[src/rtl/rr_arb_mux.sv]
// Parametrised round-robin arbitrating N:1 mux with a one-entry registered output.
// Define RR_ARB_MUX_PKT_LOCK_EN to add in_last/out_last and hold the grant for whole packets.
module rr_arb_mux #(
    parameter  int unsigned WIDTH = 32,
    parameter  int unsigned N_IN  = 4,
    localparam int unsigned SEL_W = (N_IN > 1) ? $clog2(N_IN) : 1
) (
    input  logic                  clk,
    input  logic                  rst,
    input  logic [N_IN*WIDTH-1:0] in_data,
    input  logic [N_IN-1:0]       in_valid,
`ifdef RR_ARB_MUX_PKT_LOCK_EN
    input  logic [N_IN-1:0]       in_last,
    output logic                  out_last,
`endif
    output logic [N_IN-1:0]       in_ready,
    output logic [WIDTH-1:0]      out_data,
    output logic                  out_valid,
    input  logic                  out_ready,
    output logic [SEL_W-1:0]      out_src
);

    logic [SEL_W-1:0] ptr;
    logic [SEL_W-1:0] grant;
    logic [SEL_W-1:0] ptr_next;
    logic [WIDTH-1:0] sel_data;
    logic             any_valid;
    logic             load;
    logic             xfer;
    logic             last_beat;

`ifdef RR_ARB_MUX_PKT_LOCK_EN
    logic             locked;
`endif

    // First valid channel at or after ptr, wrapping modulo N_IN.
    always_comb begin : arbitrate
        any_valid = 1'b0;
        grant     = '0;
        for (int unsigned k = 0; k < N_IN; k++) begin
            int unsigned idx;
            idx = 32'(ptr) + k;
            if (idx >= N_IN) begin
                idx = idx - N_IN;
            end
            if (!any_valid && in_valid[SEL_W'(idx)]) begin
                any_valid = 1'b1;
                grant     = SEL_W'(idx);
            end
        end
`ifdef RR_ARB_MUX_PKT_LOCK_EN
        // out_src always names the channel of the last transfer, i.e. the locked owner.
        if (locked) begin
            any_valid = in_valid[out_src];
            grant     = out_src;
        end
`endif
    end

    assign load     = !out_valid || out_ready;
    assign xfer     = !rst && load && any_valid;
    assign sel_data = in_data[32'(grant)*WIDTH +: WIDTH];
    assign ptr_next = (32'(grant) == N_IN - 1) ? '0 : grant + SEL_W'(1);

`ifdef RR_ARB_MUX_PKT_LOCK_EN
    assign last_beat = in_last[grant];
`else
    assign last_beat = 1'b1;
`endif

    always_comb begin : ready_gen
        in_ready = '0;
        if (xfer) begin
            in_ready[grant] = 1'b1;
        end
    end

    // Output register and round-robin pointer.
    always_ff @(posedge clk) begin
        if (rst) begin
            out_valid <= 1'b0;
            out_data  <= '0;
            out_src   <= '0;
            ptr       <= '0;
`ifdef RR_ARB_MUX_PKT_LOCK_EN
            out_last  <= 1'b0;
            locked    <= 1'b0;
`endif
        end else if (xfer) begin
            out_valid <= 1'b1;
            out_data  <= sel_data;
            out_src   <= grant;
            if (last_beat) begin
                ptr <= ptr_next;
            end
`ifdef RR_ARB_MUX_PKT_LOCK_EN
            out_last  <= in_last[grant];
            locked    <= !in_last[grant];
`endif
        end else if (out_ready) begin
            out_valid <= 1'b0;
        end
    end

endmodule

[config.mk]
export PLATFORM = sky130hd
export DESIGN_NAME = rr_arb_mux
export DESIGN_NICKNAME = d
export VERILOG_FILES = /design/src/rtl/rr_arb_mux.sv
export SDC_FILE = /design/constraint.sdc
export NUM_CORES = 1
export LEC_CHECK = 0
export ABC_CLOCK_PERIOD_IN_PS = 1850
export BUFFER_PORTS_ARGS = -buffer_cell sky130_fd_sc_hd__buf_2
export CAP_MARGIN = 10
export CELL_PAD_IN_SITES_DETAIL_PLACEMENT = 1
export CELL_PAD_IN_SITES_GLOBAL_PLACEMENT = 1
export CORE_AREA = 2 2 102 104
export DETAILED_ROUTE_END_ITERATION = 16
export DIE_AREA = 0 0 104 106
export PLACE_DENSITY_LB_ADDON = 0.1
export SYNTH_ARGS = -nofsm -noshare
export SYNTH_HDL_FRONTEND = slang
export SYNTH_SLANG_ARGS = --single-unit
[constraint.sdc]
create_clock -name clk -period 1.85 [get_ports clk]
set_clock_uncertainty 0.05 [all_clocks]
set_input_delay 0.2775 -clock clk [delete_from_list [all_inputs] [get_ports clk]]
set_output_delay 0.2775 -clock clk [all_outputs]
set_load 0.005 [all_outputs]
==> flow_summary.rst <==
.. list-table::
   :header-rows: 1

   * - Metric
     - Value
   * - Remaining DRCs
     - 0
   * - Worst slew slack as a fraction of its limit
     - 79.0%
   * - Clk network pwr share
     - between 15 and 20%
   * - Endpoint of the worst register-to-register path
     - out_data[26]$_SDFFE_PP0P_
   * - Share of the cycle needed by the critical path after routing
     - 111%
   * - Final hold violations
     - 0
   * - Clock root cell
     - sky130_fd_sc_hd__clkbuf_8
   * - Top fanout value on the critical path
     - 7
   * - Post-route non-filler standard cell count
     - just over 600
   * - Overall power of the completed layout
     - approximately 3600 µW
   * - Top Ports
     - between 150 and 200
   * - Hold crit path type
     - in -> reg
   * - Maxcap violations
     - 0
   * - Clock sink count
     - 37
   * - Wirelength per Cell
     - 16.2 µm
   * - Via count of the first global-routing pass
     - slightly above 3000
   * - Gr usage total
     - 17.4%
   * - HPWL Detailed
     - approximately 7300 µm
   * - Final setup vio count
     - 34
   * - Pwr/cell area
     - 915 nW/µm²
   * - Violations in the final reports
     - negative setup slack
   * - Wire length of the first global-routing pass
     - approximately 16000 µm
   * - Transition time at the pin with the least slew margin
     - roughly 0.31 ns
   * - Worst hold stages
     - 3
   * - Worst skew pair latency
     - 0.28 ns
   * - Worst hold slack after final layout
     - roughly 0.22 ns
   * - Number of hold buffers added after CTS
     - 0
   * - Number of antenna violations at the first check in global routing
     - 0
   * - Via count
     - slightly below 3000
   * - Launch point of the worst reg-to-reg path
     - ptr[1]$_SDFFE_PP0P_
   * - # nets final
     - 620
   * - Worst VDD drop
     - 0.000277 V
   * - Number of nets in the synthesized netlist
     - approximately 440
   * - Element type at the critical path end
     - primary output
   * - Width of the chip
     - approximately 100 µm
   * - Post-route minimum period
     - roughly 2.1 ns
   * - Die span in y
     - ~110 µm
   * - Count of input and output buffers
     - between 150 and 200
   * - CTS Buf Count
     - 5
   * - Syn avg cell area
     - approximately 8 µm²
   * - Clock Path Buffers
     - 2
   * - Proportion of layout cells with a drive suffix above 1
     - ~50%
   * - Internal power
     - around 2300 µW
   * - Worst reg2reg path depth
     - 7
   * - GRT overflow
     - 0
   * - Unrepaired setup endpoints after global routing
     - yes
   * - Fmax
     - a little under 500 MHz
   * - Setup slack after layout
     - -0.209 ns
   * - Core Util, Final
     - 39.7%
   * - Data required, critical path
     - approximately 1.5 ns
   * - Leakage dissipation
     - approximately 0.0020 µW
   * - Most common cell after layout, fill and taps aside
     - sky130_fd_sc_hd__buf_2
   * - Most instantiated flip-flop cell in the synthesis netlist
     - sky130_fd_sc_hd__dfxtp_1
   * - Average vias per placed instance
     - between 4 and 5
   * - Syn. warnings
     - 0
   * - Final Wtd Congestion
     - just under 0.8
   * - Flops & latches, synth
     - 37
   * - Critical path class
     - reg -> out
   * - Combinational share of power
     - between 50 and 60%
   * - Core region area
     - 10000 µm²
   * - Area growth, synth to finish
     - 62.4%
   * - Unique masters post-synth
     - 34
   * - Switching power
     - roughly 1300 µW
   * - Cell row count
     - 37
   * - Starting utilization of the core area
     - approximately 24%
   * - Register-to-register setup slack
     - -0.13 ns
   * - Sequential power share
     - between 30 and 40%
   * - Die area
     - 11000 µm²
   * - Top library cells by usage in the layout, fill and taps aside
     - sky130_fd_sc_hd__buf_2, sky130_fd_sc_hd__nand2_1, sky130_fd_sc_hd__dfxtp_1
   * - Largest net degree at the start of global routing
     - 33
   * - Final Routed Wirelength
     - around 10000 µm
   * - Run status
     - complete, but fails checks
   * - Proportion of synthesized flip-flops having asynchronous set or reset
     - 0%
   * - Min-delay src
     - in_data[107]
   * - Antenna diodes
     - 0
   * - Post-route ant nets
     - 0
   * - Number of slew-limit violations in the final report
     - 0
   * - Switching power as a share of total power
     - 36.0%
   * - Share of synthesized area occupied by flip-flops and latches
     - around 30%
   * - Placed Cells incl. Taps
     - a little over 600
   * - End point of the worst hold path
     - out_data[11]$_SDFFE_PP0P_
   * - Number of detailed-routing iterations run before antenna repair
     - 4
   * - Netlist Area Pre-Place
     - roughly 2400 µm²
   * - H-tree Lvls
     - 2
   * - Clock transition at the registers of the reported paths
     - 0.08 ns
   * - Crit path arrival time
     - between 1.5 and 2 ns
   * - Post-synth EDFFs
     - 0
   * - Crit path launch type
     - flop
   * - Mapped Cells
     - between 200 and 300
   * - Initial DRC count
     - a little over 70
   * - Clock tree from TritonCTS
     - built
## cell type report
| class | count | area [µm²] |
|---|---|---|
| Sequential cell | 37 | 746 |
| Multi-Input combinational cell | 231 | 1660 |
| Timing Repair Buffer | 206 | 1290 |
| Fill cell | 1265 | 6030 |
| Clock buffer | 7 | 86.3 |
| Inverter | 3 | 23.8 |
| Tap cell | 136 | 170 |
## power groups by stage
stage	clock network (µW)	logic, µW	registers [µW]
final	593	1910	1130
after global routing	657	2100	1160
after CTS	620	1750	1130
after detailed placement	0	1610	1150
after global placement	0	1580	1140
after floorplan	0	915	1160
## flip-flops by register name, indices dropped and copies added (netlist names)
register / cells
out_data: 32
ptr: 2
out_valid: 1
out_src: 2
## how the worst max path moves through the flow
stage                                    from                        to  cells after the start
after floorplan                   in_valid[0]               in_ready[3]                      9
after global placement            in_valid[0]               in_ready[3]                      8
after detailed placement          in_valid[0]  out_data[7]$_SDFFE_PP0P_                      7
after CTS                 ptr[0]$_SDFFE_PP0P_               in_ready[3]                      7
after global routing      ptr[1]$_SDFFE_PP0P_               in_ready[3]                      6
final                     ptr[1]$_SDFFE_PP0P_               in_ready[3]                      6
## cells in the mapped netlist (3+ instances only)
master	instances	area, µm²
sky130_fd_sc_hd__a311oi_1	3	26.3
sky130_fd_sc_hd__buf_6	4	45.0
sky130_fd_sc_hd__clkbuf_1	18	67.6
sky130_fd_sc_hd__o211ai_1	29	218
sky130_fd_sc_hd__nor2_1	6	22.5
sky130_fd_sc_hd__o21ai_1	3	15.0
sky130_fd_sc_hd__a211oi_1	3	22.5
sky130_fd_sc_hd__and4_1	3	26.3
sky130_fd_sc_hd__buf_2	4	20.0
sky130_fd_sc_hd__o21ai_0	32	160
sky130_fd_sc_hd__mux2i_1	29	290
sky130_fd_sc_hd__a21boi_0	30	225
sky130_fd_sc_hd__dfxtp_1	37	741
sky130_fd_sc_hd__and3_1	32	200
sky130_fd_sc_hd__nand2_1	37	139
sky130_fd_sc_hd__a21oi_1	3	15.0
sky130_fd_sc_hd__nor2b_1	5	31.3
## layer usage
layer / GRT usage (%) / vias to the layer above / wire [µm]
met3: 5.03 / 10 / 641
li1: - / 1476 / -
met2: 30.2 / 104 / 4800
met4: 4.63 / 0 / 152
met1: 21.0 / 1359 / 4470
met5: 0 / - / 0
## worst max-delay path, cell delays in order (launching register included)
cell and delay (ns):
sky130_fd_sc_hd__dfxtp_2 0.37, sky130_fd_sc_hd__or4_4 0.54, sky130_fd_sc_hd__and2_4 0.18, sky130_fd_sc_hd__clkinv_8 0.05, sky130_fd_sc_hd__ha_4 0.10, sky130_fd_sc_hd__and2_4 0.13
sky130_fd_sc_hd__buf_6 0.08
## through the flow
| stage | instance area (µm²) | setup TNS [ns] | setup slack [ns] |
|---|---|---|---|
| 6_report | 3970 | -3.10 | -0.209 |
| 5_1_grt | 3970 | -5.13 | -0.258 |
| 4_1_cts | 3810 | -1.51 | -0.226 |
| 3_5_place_dp | 3610 | -2.13 | -0.0933 |
| 3_3_place_gp | 3610 | -1.34 | -0.0824 |
| 2_1_floorplan | 2470 | -0.232 | -0.173 |
## logic make-up (layout without fill, tap and decap cells)
kind of cell	after synthesis	after routing	share of synthesized area, %
compound gates	108	108	30.1
fa+ha+maj	1	1	0.511
buf+inv	31	216	7.36
flops	37	37	30.3
mux	29	29	11.9
simple gates	93	93	19.9
## timing repair
action | 4_1_cts | 5_1_grt
setup buffers | 3 | 3
setup endpoints to repair | 13 | 36
pin swaps | 2 | 2
gates resized for setup | 19 | 22
gates cloned | 1 | 3
Power figures use the tool's default switching activity.
